**src/rtl/strela_ctrl_reg_pkg.sv**
```systemverilog
// strela_ctrl_reg_pkg: register map, bit indices, bus structs and state enum for strela_ctrl_regs
package strela_ctrl_reg_pkg;

    localparam logic [4:0] CTRL_OFFS      = 5'h00;
    localparam logic [4:0] STATUS_OFFS    = 5'h04;
    localparam logic [4:0] IN_ADDR_OFFS   = 5'h08;
    localparam logic [4:0] IN_SIZE_OFFS   = 5'h0C;
    localparam logic [4:0] OUT_ADDR_OFFS  = 5'h10;
    localparam logic [4:0] OUT_SIZE_OFFS  = 5'h14;
    localparam logic [4:0] CYCLE_CNT_OFFS = 5'h18;
    localparam logic [4:0] ID_OFFS        = 5'h1C;

    localparam int CTRL_START_BIT  = 0;
    localparam int CTRL_IRQ_EN_BIT = 2;
    localparam int STATUS_BUSY_BIT = 0;
    localparam int STATUS_DONE_BIT = 1;

    localparam logic [31:0] ID_VALUE_DEFAULT = 32'h5354_0001;

    typedef struct packed {
        logic [31:0] addr;
        logic        write;
        logic [31:0] wdata;
        logic [3:0]  wstrb;
        logic        valid;
    } reg_req_s;

    typedef struct packed {
        logic [31:0] rdata;
        logic        error;
        logic        ready;
    } reg_rsp_s;

    typedef enum logic {IDLE, RUN} ctrl_state_e;

    // Merge write data into an existing value byte by byte.
    function automatic logic [31:0] apply_strb(input logic [31:0] old_v, input logic [31:0] wd,
                                               input logic [3:0] strb);
        logic [31:0] r;
        r = old_v;
        for (int i = 0; i < 4; i++)
            if (strb[i]) r[8*i +: 8] = wd[8*i +: 8];
        return r;
    endfunction

endpackage

```
**src/rtl/strela_sat_counter.sv**
```systemverilog
// strela_sat_counter: 32-bit up counter with synchronous clear, enable and saturation
// Ports: clk_i, rst_ni (async active-low), clr_i (clear, wins over enable), en_i (count), cnt_o (value)
module strela_sat_counter (
    input  logic        clk_i,
    input  logic        rst_ni,
    input  logic        clr_i,
    input  logic        en_i,
    output logic [31:0] cnt_o
);
    always_ff @(posedge clk_i or negedge rst_ni)
        if (!rst_ni) cnt_o <= '0;
        else cnt_o <= clr_i ? '0 : (en_i && !(&cnt_o)) ? cnt_o + 32'd1 : cnt_o;
endmodule

```
**src/rtl/strela_ctrl_regs.sv**
```systemverilog
// strela_ctrl_regs: STRELA config registers with start/busy/done handshake on reg_bus (one wait state)
// Ports: clk_i, rst_ni (async active-low), reg_req_i/reg_rsp_o (reg_bus), start_o/done_i/busy_o (fabric
// handshake), in_addr_o/in_size_o/out_addr_o/out_size_o (config), irq_o (DONE & IRQ_EN, registered).
// Macro STRELA_CTRL_PERF_EN enables the CYCLE_CNT busy-cycle counter; otherwise CYCLE_CNT reads 0.
module strela_ctrl_regs
    import strela_ctrl_reg_pkg::*;
#(
    parameter type         reg_req_t = reg_req_s,
    parameter type         reg_rsp_t = reg_rsp_s,
    parameter logic [31:0] ID_VALUE  = ID_VALUE_DEFAULT
) (
    input  logic        clk_i,
    input  logic        rst_ni,
    input  reg_req_t    reg_req_i,
    output reg_rsp_t    reg_rsp_o,
    output logic        start_o,
    input  logic        done_i,
    output logic        busy_o,
    output logic [31:0] in_addr_o,
    output logic [31:0] in_size_o,
    output logic [31:0] out_addr_o,
    output logic [31:0] out_size_o,
    output logic        irq_o
);
    ctrl_state_e state;
    logic        ready_q, err_q, start_q, irq_q, irq_en_q, done_q;
    logic [31:0] rdata_q, in_addr_q, in_size_q, out_addr_q, out_size_q, cycle_cnt, rd_val, wmask;
    logic [4:0]  offs;
    logic        acc, err, ok_wr, go, fin, w1c, status_bad, unused;

    assign unused = ^reg_req_i.addr[1:0];
    assign offs   = {reg_req_i.addr[4:2], 2'b00};
    // A held valid is taken once; the cycle that presents ready does not re-sample.
    assign acc    = reg_req_i.valid & ~ready_q;
    assign wmask  = {{8{reg_req_i.wstrb[3]}}, {8{reg_req_i.wstrb[2]}},
                     {8{reg_req_i.wstrb[1]}}, {8{reg_req_i.wstrb[0]}}};
    assign status_bad = |(reg_req_i.wdata & wmask & ~(32'h1 << STATUS_DONE_BIT));
    assign err    = acc & ((|reg_req_i.addr[31:5]) |
                           (reg_req_i.write & ((offs == STATUS_OFFS && status_bad) ||
                                               offs == CYCLE_CNT_OFFS || offs == ID_OFFS)));
    assign ok_wr  = acc & reg_req_i.write & ~err;
    assign go     = ok_wr && offs == CTRL_OFFS && reg_req_i.wstrb[0] &&
                    reg_req_i.wdata[CTRL_START_BIT] && state == IDLE;
    assign fin    = state == RUN && done_i;
    assign w1c    = ok_wr && offs == STATUS_OFFS && reg_req_i.wstrb[0] && reg_req_i.wdata[STATUS_DONE_BIT];

`ifdef STRELA_CTRL_PERF_EN
    // The cycle that sees done_i leaves RUN and is not counted.
    strela_sat_counter u_cnt (
        .clk_i  (clk_i),
        .rst_ni (rst_ni),
        .clr_i  (go),
        .en_i   (state == RUN && !done_i),
        .cnt_o  (cycle_cnt)
    );
`else
    assign cycle_cnt = '0;
`endif

    always_comb begin
        rd_val = '0;
        case (offs)
            CTRL_OFFS:      rd_val[CTRL_IRQ_EN_BIT] = irq_en_q;
            STATUS_OFFS:    rd_val = {30'b0, done_q, state == RUN};
            IN_ADDR_OFFS:   rd_val = in_addr_q;
            IN_SIZE_OFFS:   rd_val = in_size_q;
            OUT_ADDR_OFFS:  rd_val = out_addr_q;
            OUT_SIZE_OFFS:  rd_val = out_size_q;
            CYCLE_CNT_OFFS: rd_val = cycle_cnt;
            default:        rd_val = ID_VALUE;
        endcase
    end

    always_ff @(posedge clk_i or negedge rst_ni)
        if (!rst_ni) begin
            state      <= IDLE;
            ready_q    <= 1'b0;
            err_q      <= 1'b0;
            rdata_q    <= '0;
            start_q    <= 1'b0;
            irq_q      <= 1'b0;
            irq_en_q   <= 1'b0;
            done_q     <= 1'b0;
            in_addr_q  <= '0;
            in_size_q  <= '0;
            out_addr_q <= '0;
            out_size_q <= '0;
        end else begin
            ready_q <= acc;
            err_q   <= err;
            rdata_q <= (acc && !err && !reg_req_i.write) ? rd_val : '0;
            start_q <= go;
            irq_q   <= done_q & irq_en_q;
            state   <= go ? RUN : fin ? IDLE : state;
            // done_i set wins over a simultaneous W1C.
            done_q  <= fin | (done_q & ~go & ~w1c);
            if (ok_wr && offs == CTRL_OFFS && reg_req_i.wstrb[0]) irq_en_q <= reg_req_i.wdata[CTRL_IRQ_EN_BIT];
            if (ok_wr && offs == IN_ADDR_OFFS)  in_addr_q  <= apply_strb(in_addr_q,  reg_req_i.wdata, reg_req_i.wstrb);
            if (ok_wr && offs == IN_SIZE_OFFS)  in_size_q  <= apply_strb(in_size_q,  reg_req_i.wdata, reg_req_i.wstrb);
            if (ok_wr && offs == OUT_ADDR_OFFS) out_addr_q <= apply_strb(out_addr_q, reg_req_i.wdata, reg_req_i.wstrb);
            if (ok_wr && offs == OUT_SIZE_OFFS) out_size_q <= apply_strb(out_size_q, reg_req_i.wdata, reg_req_i.wstrb);
        end

    assign reg_rsp_o.rdata = rdata_q;
    assign reg_rsp_o.error = err_q;
    assign reg_rsp_o.ready = ready_q;
    assign start_o    = start_q;
    assign busy_o     = state == RUN;
    assign irq_o      = irq_q;
    assign in_addr_o  = in_addr_q;
    assign in_size_o  = in_size_q;
    assign out_addr_o = out_addr_q;
    assign out_size_o = out_size_q;
endmodule
```
**config.mk**
```make
export PLATFORM = sky130hd
export DESIGN_NAME = strela_ctrl_regs
export DESIGN_NICKNAME = d
export VERILOG_FILES = /design/src/rtl/strela_ctrl_reg_pkg.sv /design/src/rtl/strela_sat_counter.sv /design/src/rtl/strela_ctrl_regs.sv
export SDC_FILE = /design/constraint.sdc
export NUM_CORES = 1
export LEC_CHECK = 0
export ABC_AREA = 1
export CAP_MARGIN = 20
export CORE_UTILIZATION = 50
export CTS_CLUSTER_SIZE = 25
export DETAILED_ROUTE_END_ITERATION = 10
export PLACE_DENSITY = 0.92
export SKIP_CTS_REPAIR_TIMING = 1
export SKIP_LAST_GASP = 1
export SLEW_MARGIN = 30
export SYNTH_ARGS = -nofsm -noshare
export SYNTH_HDL_FRONTEND = slang
export SYNTH_SLANG_ARGS = --single-unit
```
**constraint.sdc**
```tcl
create_clock -name clk_i -period 3.3 [get_ports clk_i]
set_input_delay 0.33 -clock clk_i [delete_from_list [all_inputs] [get_ports clk_i]]
set_output_delay 0.33 -clock clk_i [all_outputs]
set_load 0.05 [all_outputs]
```
# After elaboration in Yosys (flattened, before gate mapping)
# Index checks and enable logic that the tools add are counted.
# Widths: inputs -> output; s select.
[totals]
reg_bits = 167
inputBits = 73
elab_cells = 94
out_inout_bits = 165
[classes]
n_eq_ne = 7
reduce_logical = 41
bitwise = 16
muxes = 6
[op_table]
columns = ["operator", "count"]
rows = [
  ["$pmux 29 s5", 1],
  ["$and 32x32->32", 1],
  ["$mux 32", 1],
  ["$reduce_and 2->1", 16],
  ["$reduce_or 31->1", 1],
  ["$reduce_or 27->1", 1],
  ["$logic_and 1x1->1", 15],
  ["$eq 3x3->1 const B", 4],
  ["$pmux 2 s6", 1],
  ["$and 1x1->1", 8],
  ["$eq 3x2->1 const B", 2],
  ["$logic_not 5->1", 1],
  ["$not 1->1", 5],
  ["$pmux 1 s5", 1],
  ["$eq 3x1->1 const B", 1],
  ["$reduce_or 3->1", 1],
  ["$logic_not 1->1", 2],
  ["$logic_or 1x1->1", 2],
  ["$mux 1", 2],
  ["$or 1x1->1", 2],
  ["$reduce_bool 2->1", 1],
  ["$reduce_or 2->1", 1],
]

# Logic depth before layout (Yosys ltp)
# Gate-level depths: netlist (run 1).
[depth]
word_depth = 18
mapped_depth = 12
mapped_depth_nobuf = 12

# Least setup slack after synthesis (run 1)
# OpenSTA, ideal clock, no wires.
[synth_path]
path_type = "input -> register"
startpoint = "input reg_req_i[4] (netlist bit)"
endpoint = "register out_size_q[10] (netlist: out_size_o[10])"
n_path_buf = 1
t_required_ps = 3181
setup_slack_ps = 1498
setup_time_ps = 119
t_arrival_ps = 1682
path_stages = 11
cell_sequence = "buf_2 nand2_1 nand2_1 nor2_1 nand3_1 nand2_2 nand4_2 nor2_4 nand2_1 nand2_1 nand2_1"
[synth_via]
elab_chain_cells = 12
[synth_rtl]
columns = ["item", "line_no", "text"]
rows = [
  ["start: declaration", "strela_ctrl_regs.sv:14", "input reg_req_t reg_req_i,"],
  ["$and 32x32->32", "strela_ctrl_regs.sv:37", "assign status_bad = |(reg_req_i.wdata & wmask & ~(32'h1 << STATUS_DONE_BIT));"],
  ["$reduce_or 31->1", "strela_ctrl_regs.sv:37", ""],
  ["$logic_and 1x1->1", "strela_ctrl_regs.sv:39", "(reg_req_i.write & ((offs == STATUS_OFFS && status_bad) ||"],
  ["$logic_or 1x1->1", "strela_ctrl_regs.sv:39", ""],
  ["$logic_or 1x1->1", "strela_ctrl_regs.sv:40", "offs == CYCLE_CNT_OFFS || offs == ID_OFFS)));"],
  ["$and 1x1->1", "strela_ctrl_regs.sv:39", ""],
  ["$or 1x1->1", "strela_ctrl_regs.sv:38", "assign err = acc & ((|reg_req_i.addr[31:5]) |"],
  ["$and 1x1->1", "strela_ctrl_regs.sv:38", ""],
  ["$not 1->1", "strela_ctrl_regs.sv:41", "assign ok_wr = acc & reg_req_i.write & ~err;"],
  ["$and 1x1->1", "strela_ctrl_regs.sv:41", ""],
  ["$logic_and 1x1->1", "strela_ctrl_regs.sv:101", "if (ok_wr && offs == OUT_SIZE_OFFS) out_size_q <= apply_strb(out_size_q, reg_req_i.wdata, reg_req_i.wstrb);"],
  ["$reduce_and 2->1 (no source line)", "--", ""],
  ["end signal: assignment", "strela_ctrl_regs.sv:101", ""],
  ["end: declaration", "strela_ctrl_regs.sv:27", "logic [31:0] rdata_q, in_addr_q, in_size_q, out_addr_q, out_size_q, cycle_cnt, rd_val, wmask;"],
]
# Every way passes these cells.
# A chain may end at the register's enable or synchronous reset.

# Final worst setup path (run 1)
[layout_path]
startpoint = "input reg_req_i[4] (netlist bit)"
endpoint = "register in_addr_q[2] (netlist: in_addr_o[2])"
[layout_via]
elab_chain_cells = 12
[layout_rtl]
columns = ["item", "line_no", "text"]
rows = [
  ["$and 32x32->32", "strela_ctrl_regs.sv:37", ""],
  ["$reduce_or 31->1", "strela_ctrl_regs.sv:37", ""],
  ["$logic_and 1x1->1", "strela_ctrl_regs.sv:39", ""],
  ["$logic_or 1x1->1", "strela_ctrl_regs.sv:39", ""],
  ["$logic_or 1x1->1", "strela_ctrl_regs.sv:40", ""],
  ["$and 1x1->1", "strela_ctrl_regs.sv:39", ""],
  ["$or 1x1->1", "strela_ctrl_regs.sv:38", ""],
  ["$and 1x1->1", "strela_ctrl_regs.sv:38", ""],
  ["$not 1->1", "strela_ctrl_regs.sv:41", ""],
  ["$and 1x1->1", "strela_ctrl_regs.sv:41", ""],
  ["$logic_and 1x1->1", "strela_ctrl_regs.sv:98", "if (ok_wr && offs == IN_ADDR_OFFS) in_addr_q <= apply_strb(in_addr_q, reg_req_i.wdata, reg_req_i.wstrb);"],
  ["$reduce_and 2->1 (no source line)", "--", ""],
  ["end signal: assignment", "strela_ctrl_regs.sv:98", ""],
  ["end: declaration", "strela_ctrl_regs.sv:27", ""],
]
# Every way passes these cells.

==> flow_summary_export.csv, run 1 <==
group,metric,value,unit
sta,finalMaxSlewViolations,0,
critical_path,cp-start-kind,"input port",
routing,first_pass_iters,8,
critical_path,critPathMaxFanout,13,
synth,synth-seq-cells,167,
routing,wl,25.8,mm
critical_path,arrival,3.19,ns
synth,avgSynthCellArea,8.78,sq um
routing,num_vias,7668,
floorplan,rows,43,
grt,grt_overflow,0,
clocking,cts_root_buf,"clkbuf_16",
clocking,cts_tree,"yes",
synth,syn_area,7360,sq um
placed_design,numPortBuffers,235,
sta,relSlewSlack,46.7,%
synth,ys_types,27,
grt,grt_pass1_wl,39.8,mm
clocking,htreeDepth,4,
synth,synthCells,838,
clocking,clkSinkCount,167,
placed_design,detailed_place.area,9910,sq um
synth,synth_seq_area_share,56.8,%
critical_path,slowest_stage,"clkdlybuf4s50_1",
routing,drtIter0Drc,1017,
critical_path,worstPathRequired,3.61,ns
finish,drive_above_1_share,6.08,%
sta,finalCritPeriodShare,87.1,%
finish,diodes,0,
finish,nNetsFinal,1146,
finish,final_core_util,74.7,%
status,violations,"negative hold slack",
flow_run,cap_violations,0,
routing,routed_via_density,6.06,
floorplan,num_io_pins,238,
finish,fin_area,10500,sq um
critical_path,crit_path_cell_trace,"clkdlybuf4s50_1, nand2_1, nand2_1, nor2_1, nand2_1, nor2_1, nand3_1, nand2_2, nand4_2, nor2_4, nand2_1, nand2_1, nand2_1",
critical_path,critical_path_class,"input port to flip-flop",
synth,yosys_warnings,0,
pwr,leakage,0.00506,uW
clocking,cts_max_path_buffers,2,
finish,final_common_cell,"nand2_1",
clocking,clock_latency,0.43,ns
clocking,cts_buffers,17,
clocking,clk_pin_slew,0.06,ns
sta,rsz0062_at_grt,"false",
finish,syn_to_final_growth,43.2,%
placed_design,globalplace.congestion,0.870,
finish,final_cell_mix,"328 x nand2_1, 234 x clkdlybuf4s50_1, 167 x dfrtp_1",
status,run_status,"finished, violations left",
critical_path,path_common_cell,"nand2_1",
critical_path,cpPeakStageDelay,0.60,ns
sta,finalHoldViolCount,61,
pwr,power.density_cell_area,421,nW/um^2
sta,fmax,348,MHz
grt,grt_pass1_vias,7331,
sta,tightestPinTransition,0.799,ns
critical_path,end_kind,"flip-flop",
sta,finalSetupTns,0,ns
sta,finalCriticalPeriod,2.87,ns
sta,finalSetupViolations,0,
grt,track_usage,35.4,%
grt,antenna_found_initial,0,
hold_path,hold_path.class,"input port to asynchronous set/reset pin",
placed_design,hpwl,16.5,mm
routing,drtAntennaViolNets,0,
grt,grt_max_degree,88,
floorplan,core_region_area,14100,sq um
floorplan,die_x,123,um
routing,wire_per_inst,20.4,um
sta,hold_slack,-0.0452,ns
floorplan,dieArea,15200,sq um
synth,synth_nets,911,
floorplan,chipHeight,123,um
floorplan,start_util,52.2,%
sta,skew,0.00677,ns
pwr,ir_drop,0.328,mV
routing,drc_errors,0,
## path summary, 6_finish.rpt
path | slack [ns] | from | cells past startpoint | to
hold reg to reg | 0.48 | ready_q$_DFF_PN0_ | 1 | ready_q$_DFF_PN0_
max in group asynchronous | 2.52 | rst_ni | 2 | in_addr_o[24]$_DFFE_PN0P_
min in group clk_i | 0.47 | reg_req_i[0] | 3 | ready_q$_DFF_PN0_
setup / recovery | 0.43 | reg_req_i[4] | 13 | in_addr_o[2]$_DFFE_PN0P_
setup reg to reg | 1.01 | ready_q$_DFF_PN0_ | 6 | in_addr_o[2]$_DFFE_PN0P_
hold / removal | -0.05 | rst_ni | 1 | in_addr_o[11]$_DFFE_PN0P_
## where the power goes
part | switching [uW] | total [uW] | internal [uW]
Clock | 817 | 2110 | 1290
Combinational | 175 | 277 | 102
Sequential | 0.700 | 2050 | 2050
## registers in the layout (all words and copies together) (netlist names), 32 cells and up
signal and count:
in_addr_o 32, in_size_o 32, out_addr_o 32, out_size_o 32, rdata_q 32
## cells by family after synthesis
logic type             synth area share (%)
DFF                                    56.8
and+or+nand+nor                        30.6
AOI/OAI and AO/OA                      8.15
buffers and inverters                  4.47
## final cells by class
| type | instances | area, sq um |
|---|---|---|
| Sequential cell | 167 | 4180 |
| Fill cell | 956 | 3570 |
| Multi-Input combinational cell | 607 | 2850 |
| Timing Repair Buffer | 263 | 2590 |
| Clock buffer | 25 | 505 |
| Tap cell | 180 | 225 |
| Clock inverter | 7 | 115 |
| Inverter | 17 | 63.8 |
## worst max-delay path, delay by kind of cell
kind / cells / cell delay (ns)
buffers and inverters: 1 / 0.60
and+or+nand+nor: 12 / 2.24
## per-layer routing
| metal | vias up | GRT usage (%) | part of all wire, % |
|---|---|---|---|
| met5 | - | 0 | 0 |
| met3 | 88 | 9.73 | 12 |
| met4 | 0 | 15.9 | 3.0 |
| met2 | 605 | 56.8 | 49 |
| met1 | 3675 | 44.6 | 36 |
| li1 | 3300 | - | - |
## cells in the mapped netlist (all sizes together)
cell / n / share of area [%]
a22o: 23 / 2.7
clkinv: 1 / 0.051
nand3b: 1 / 0.10
o21ai: 11 / 0.75
clkbuf: 21 / 1.1
a221oi: 23 / 2.7
a22oi: 6 / 0.61
dfrtp: 167 / 57
a31oi: 2 / 0.17
a21boi: 1 / 0.10
a41oi: 5 / 0.60
nand4: 4 / 0.43
nor4: 1 / 0.085
nand2: 329 / 17
inv: 16 / 0.82
nor2: 36 / 2.2
buf: 26 / 2.5
nand3: 132 / 9.0
nor3: 27 / 1.9
a211oi: 1 / 0.10
a21oi: 5 / 0.34
## metrics by stage
stage               std cells  power [uW]  worst slack [ns]
global placement         1234        2360             0.193
detailed placement       1234        2360             0.150
CTS                      1266        4420             0.551
floorplan                 838        2170              1.50
global route             1266        4550             0.324
finish                   1266        4430             0.427
Note: power is estimated with default switching activity, not from simulation.
==> run 2: changes to the inputs <==
--- a/config.mk
+++ b/config.mk
@@ -6,10 +6,12 @@
 export NUM_CORES = 1
 export LEC_CHECK = 0
 export ABC_AREA = 1
+export ABC_CLOCK_PERIOD_IN_PS = 3300
 export CAP_MARGIN = 20
 export CORE_UTILIZATION = 50
 export CTS_CLUSTER_SIZE = 25
 export DETAILED_ROUTE_END_ITERATION = 10
+export GPL_TIMING_DRIVEN = 0
 export PLACE_DENSITY = 0.92
 export SKIP_CTS_REPAIR_TIMING = 1
 export SKIP_LAST_GASP = 1
==> flow_summary_export.csv, run 2 (synthesis gave the netlist of run 1 again) <==
group,metric,value,unit
floorplan,num_io_pins,238,
critical_path,critPathMaxFanout,10,
clocking,htreeDepth,4,
sta,rsz0062_at_grt,"false",
floorplan,dieArea,15200,sq um
routing,drtAntennaViolNets,0,
finish,final_core_util,75.3,%
clocking,cts_buffers,17,
flow_run,cap_violations,0,
critical_path,cp-start-kind,"input port",
sta,finalMaxSlewViolations,0,
critical_path,critical_path_class,"input port to flip-flop",
pwr,power.density_cell_area,421,nW/um^2
grt,grt_max_degree,76,
floorplan,chipHeight,123,um
finish,multi_input_area,2850,sq um
critical_path,worstPathRequired,3.62,ns
sta,finalSetupViolations,0,
finish,diodes,0,
grt,grt_pass1_wl,40.7,mm
routing,drc_errors,0,
routing,drtIter0Drc,930,
floorplan,die_x,123,um
hold_path,hold_path.class,"input port to asynchronous set/reset pin",
clocking,cts_root_buf,"clkbuf_16",
floorplan,core_region_area,14100,sq um
pwr,leakage,0.00509,uW
routing,routed_via_density,6.07,
routing,wl,27.2,mm
routing,wire_per_inst,21.1,um
finish,seq_area,4180,sq um
placed_design,dp_cells,1255,
floorplan,start_util,52.2,%
grt,track_usage,36.8,%
clocking,clock_latency,0.44,ns
placed_design,hpwl,18.4,mm
status,run_status,"finished, final reports clean",
finish,drive_above_1_share,5.78,%
placed_design,numPortBuffers,235,
clocking,cts_max_path_buffers,2,
finish,final_common_cell,"nand2_1",
routing,first_pass_iters,6,
clocking,cts_tree,"yes",
sta,finalHoldViolCount,0,
sta,skew,0.00750,ns
sta,relSlewSlack,41.1,%
grt,grt_pass1_vias,7502,
finish,syn_to_final_growth,44.4,%
clocking,clkSinkCount,167,
critical_path,end_kind,"flip-flop",
finish,final_cell_mix,"328 x nand2_1, 234 x clkdlybuf4s50_1, 167 x dfrtp_1",
sta,fmax,362,MHz
sta,tightestPinTransition,0.884,ns
finish,fillers,965,
grt,grt_overflow,0,
placed_design,globalplace.congestion,0.906,
pwr,power.total,4470,uW
critical_path,reg2reg_depth,6,
critical_path,arrival,3.09,ns
sta,finalCriticalPeriod,2.76,ns
floorplan,rows,43,
finish,nNetsFinal,1168,
sta,hold_slack,0.358,ns
finish,stdcell_count,1288,
clocking,clk_pin_slew,0.07,ns
pwr,ir_drop,0.334,mV
sta,finalCritPeriodShare,83.7,%
grt,antenna_found_initial,0,
routing,num_vias,7813,
## run 2: per-stage QoR
stage               worst slack (ns)  setup TNS [ns]  instance area (sq um)
floorplan                       1.50               0                   7360
global placement               -4.67         -777.49                   9930
detailed placement             0.237               0                   9990
CTS                            0.656               0                  10600
global route                   0.354               0                  10600
finish                         0.539               0                  10600
## run 2: critical path, stage by stage
cell and delay [ns]:
clkdlybuf4s50_1 0.55, buf_6 0.21, o21ai_0 0.07, nand2_1 0.13
nor2_1 0.15, nand3_1 0.14, nand2_2 0.12, nand4_2 0.33
nor2_4 0.45, nand2_1 0.35, nand2_1 0.17, nand2_1 0.07
## run 2: report_power, final
group / switching, uW / internal [uW] / total (uW)
combinational: 186 / 109 / 295
clock: 827 / 1300 / 2130
sequential: 0.770 / 2050 / 2050
## run 2: cell type report
cell class	instances	area share, %
clock buffers	23	4.41
multi-input cells	607	26.8
repair buffers	238	22.8
flip-flops and latches	167	39.4
clock inverters	9	1.39
inverters	17	0.601
well taps	180	2.12
plain buffers	47	2.50
## run 2: routing by layer
layer  global-route usage, %  vias to the layer above  share of wire (%)
li1                        -                     3349                  -
met1                    46.6                     3667                 36
met2                    58.5                      673                 48
met3                    8.67                      124                 12
met4                    20.4                        0                4.3
met5                       0                        -                  0
## run 2: worst paths after layout
kind | startpoint | end | slack, ns
min reg2reg | done_q$_DFF_PN0_ | irq_o$_DFF_PN0_ | 0.50
max | reg_req_i[2] | in_addr_o[6]$_DFFE_PN0P_ | 0.54
max reg2reg | ready_q$_DFF_PN0_ | in_addr_o[6]$_DFFE_PN0P_ | 1.10
min | rst_ni | out_addr_o[11]$_DFFE_PN0P_ | 0.36
max in group asynchronous | rst_ni | busy_o$_DFFE_PN0P_ | 1.98
min in group clk_i | reg_req_i[0] | ready_q$_DFF_PN0_ | 0.48
==> run 3: changes to the inputs <==
--- a/config.mk
+++ b/config.mk
@@ -6,13 +6,13 @@
 export NUM_CORES = 1
 export LEC_CHECK = 0
 export ABC_AREA = 1
-export ABC_CLOCK_PERIOD_IN_PS = 3300
+export ABC_CLOCK_PERIOD_IN_PS = 2200
 export CAP_MARGIN = 20
-export CORE_UTILIZATION = 50
+export CORE_UTILIZATION = 42
 export CTS_CLUSTER_SIZE = 25
 export DETAILED_ROUTE_END_ITERATION = 10
 export GPL_TIMING_DRIVEN = 0
-export PLACE_DENSITY = 0.92
+export PLACE_DENSITY = 0.83
 export SKIP_CTS_REPAIR_TIMING = 1
 export SKIP_LAST_GASP = 1
 export SLEW_MARGIN = 30
==> constraint.sdc (replaced) <==
create_clock -name clk_i -period 2.2 [get_ports clk_i]
set_input_delay 0.22 -clock clk_i [delete_from_list [all_inputs] [get_ports clk_i]]
set_output_delay 0.22 -clock clk_i [all_outputs]
set_load 0.05 [all_outputs]
==> flow_summary_export.csv, run 3 (synthesis gave the netlist of run 1 again) <==
group,metric,value,unit
status,run_status,"finished, final reports clean",
hold_path,min_path_cells,3,
placed_design,detailed_place.area,10000,sq um
finish,final_common_cell,"nand2_1",
sta,fmax,462,MHz
finish,final_cell_mix,"314 x nand2_1, 228 x clkdlybuf4s50_1, 167 x dfrtp_1",
grt,track_usage,30.2,%
sta,skew,0.00838,ns
clocking,clkSinkCount,167,
clocking,htreeDepth,4,
clocking,clock_latency,0.43,ns
grt,grt_max_degree,86,
sta,finalHoldViolCount,0,
critical_path,cp-start-kind,"input port",
clocking,cts_max_path_buffers,2,
critical_path,reg2reg_from,"ready_q$_DFF_PN0_",
grt,grt_pass1_wl,40.5,mm
critical_path,worstPathRequired,2.57,ns
finish,final_core_util,62.7,%
critical_path,arrival,2.54,ns
routing,routed_via_density,5.66,
sta,finalSetupTns,0,ns
floorplan,start_util,42.8,%
clocking,clk_pin_slew,0.06,ns
finish,diodes,0,
routing,first_pass_iters,5,
finish,syn_to_final_growth,46.4,%
sta,relSlewSlack,41.5,%
finish,seq_area,4180,sq um
sta,tightestPinTransition,0.878,ns
critical_path,critPathMaxFanout,10,
hold_path,hold_path.class,"input port to flip-flop",
pwr,leakage,0.00517,uW
critical_path,r2r-end,"out_size_o[15]$_DFFE_PN0P_",
placed_design,numPortBuffers,235,
floorplan,die_x,134,um
critical_path,critical_path_class,"input port to flip-flop",
flow_run,cap_violations,0,
floorplan,core_region_area,17200,sq um
clocking,cts_tree,"yes",
placed_design,dp_cells,1299,
floorplan,chipHeight,134,um
finish,fin_area,10800,sq um
placed_design,globalplace.congestion,0.905,
clocking,cts_buffers,17,
routing,num_vias,7574,
critical_path,rrSetupSlack,0.41,ns
routing,drc_errors,0,
critical_path,cpPeakStageDelay,0.53,ns
sta,hold_slack,0.176,ns
floorplan,rows,48,
critical_path,end_kind,"flip-flop",
finish,nNetsFinal,1175,
floorplan,num_io_pins,238,
hold_path,worstHoldStart,"reg_req_i[5]",
critical_path,crit_path_cell_trace,"clkdlybuf4s50_1, o21ai_1, nand3_1, nor2_1, nand3_1, nand2_2, nand4_4, nor2_4, buf_12, buf_4, buf_6, nand3_1, nand2_1",
finish,multi_input_area,2900,sq um
sta,finalCritPeriodShare,98.4,%
grt,grt_overflow,0,
hold_path,hold_end,"out_size_o[0]$_DFFE_PN0P_",
routing,wl,26.9,mm
placed_design,hpwl,18.7,mm
floorplan,dieArea,18000,sq um
finish,fillers,1404,
routing,drtIter0Drc,808,
critical_path,path_common_cell,"nand3_1",
pwr,ir_drop,0.548,mV
routing,drtAntennaViolNets,0,
grt,grt_pass1_vias,7221,
routing,wire_per_inst,20.1,um
grt,antenna_found_initial,0,
critical_path,reg2reg_depth,8,
sta,finalMaxSlewViolations,0,
sta,finalSetupViolations,0,
finish,drive_above_1_share,8.53,%
sta,finalCriticalPeriod,2.16,ns
clocking,cts_root_buf,"clkbuf_16",
critical_path,slowest_stage,"clkdlybuf4s50_1",
pwr,power.density_cell_area,592,nW/um^2
finish,stdcell_count,1339,
==> run 3: cell types whose count changed in the layout (fill, tap and decap cells not counted), moves of 6 or more <==
cell,previous run,this run
clkbuf_1,25,17
nand2_1,328,314
nand2_2,1,15
dlymetal6s2s_1,0,6
clkdlybuf4s50_1,234,228
==> run 3: cell type report <==
type / instances / area share (%)
Multi-Input combinational cell: 607 / 26.9
Buffer: 47 / 2.51
Inverter: 17 / 0.627
Sequential cell: 167 / 38.8
Clock inverter: 7 / 0.395
Clock buffer: 24 / 4.84
Tap cell: 225 / 2.61
Timing Repair Buffer: 245 / 23.3
==> run 3: per-layer routing <==
metal	routed length (um)	GRT usage (%)	vias to the layer above
met1	10500	38.6	3655
met5	0	0	-
li1	-	-	3361
met3	2720	6.92	68
met4	782	14.0	0
met2	12900	48.8	490
==> run 3: worst max path at each step <==
stage,start,end,slack (ns),depth (start not counted)
after floorplan,reg_req_i[4],out_size_o[10]$_DFFE_PN0P_,0.51,11
after global placement,rst_ni,rdata_q[29]$_DFF_PN0_,-5.76,1
after detailed placement,reg_req_i[18],in_addr_o[5]$_DFFE_PN0P_,-0.80,11
after CTS,reg_req_i[18],in_addr_o[5]$_DFFE_PN0P_,-0.35,11
after global routing,reg_req_i[28],out_size_o[17]$_DFFE_PN0P_,-0.02,13
final,reg_req_i[27],out_size_o[15]$_DFFE_PN0P_,0.04,13
==> run 3: critical path, delay by kind of cell <==
family	cells	cell delay, ns
AND/OR/NAND/NOR	8	1.16
buffers and inverters	4	0.95
AO/OA/AOI/OAI	1	0.19
==> run 3: stage by stage <==
stage | power (uW) | setup slack [ns]
after floorplan | 3260 | 0.508
after global placement | 3550 | -5.76
after detailed placement | 3560 | -0.802
after CTS | 6370 | -0.354
after global routing | 6540 | -0.0232
final | 6370 | 0.0358
==> run 3: power breakdown <==
| part | switching, uW | internal, uW | total, uW |
|---|---|---|---|
| registers | 0.991 | 3070 | 3070 |
| logic | 284 | 159 | 443 |
| clock network | 1220 | 1640 | 2860 |
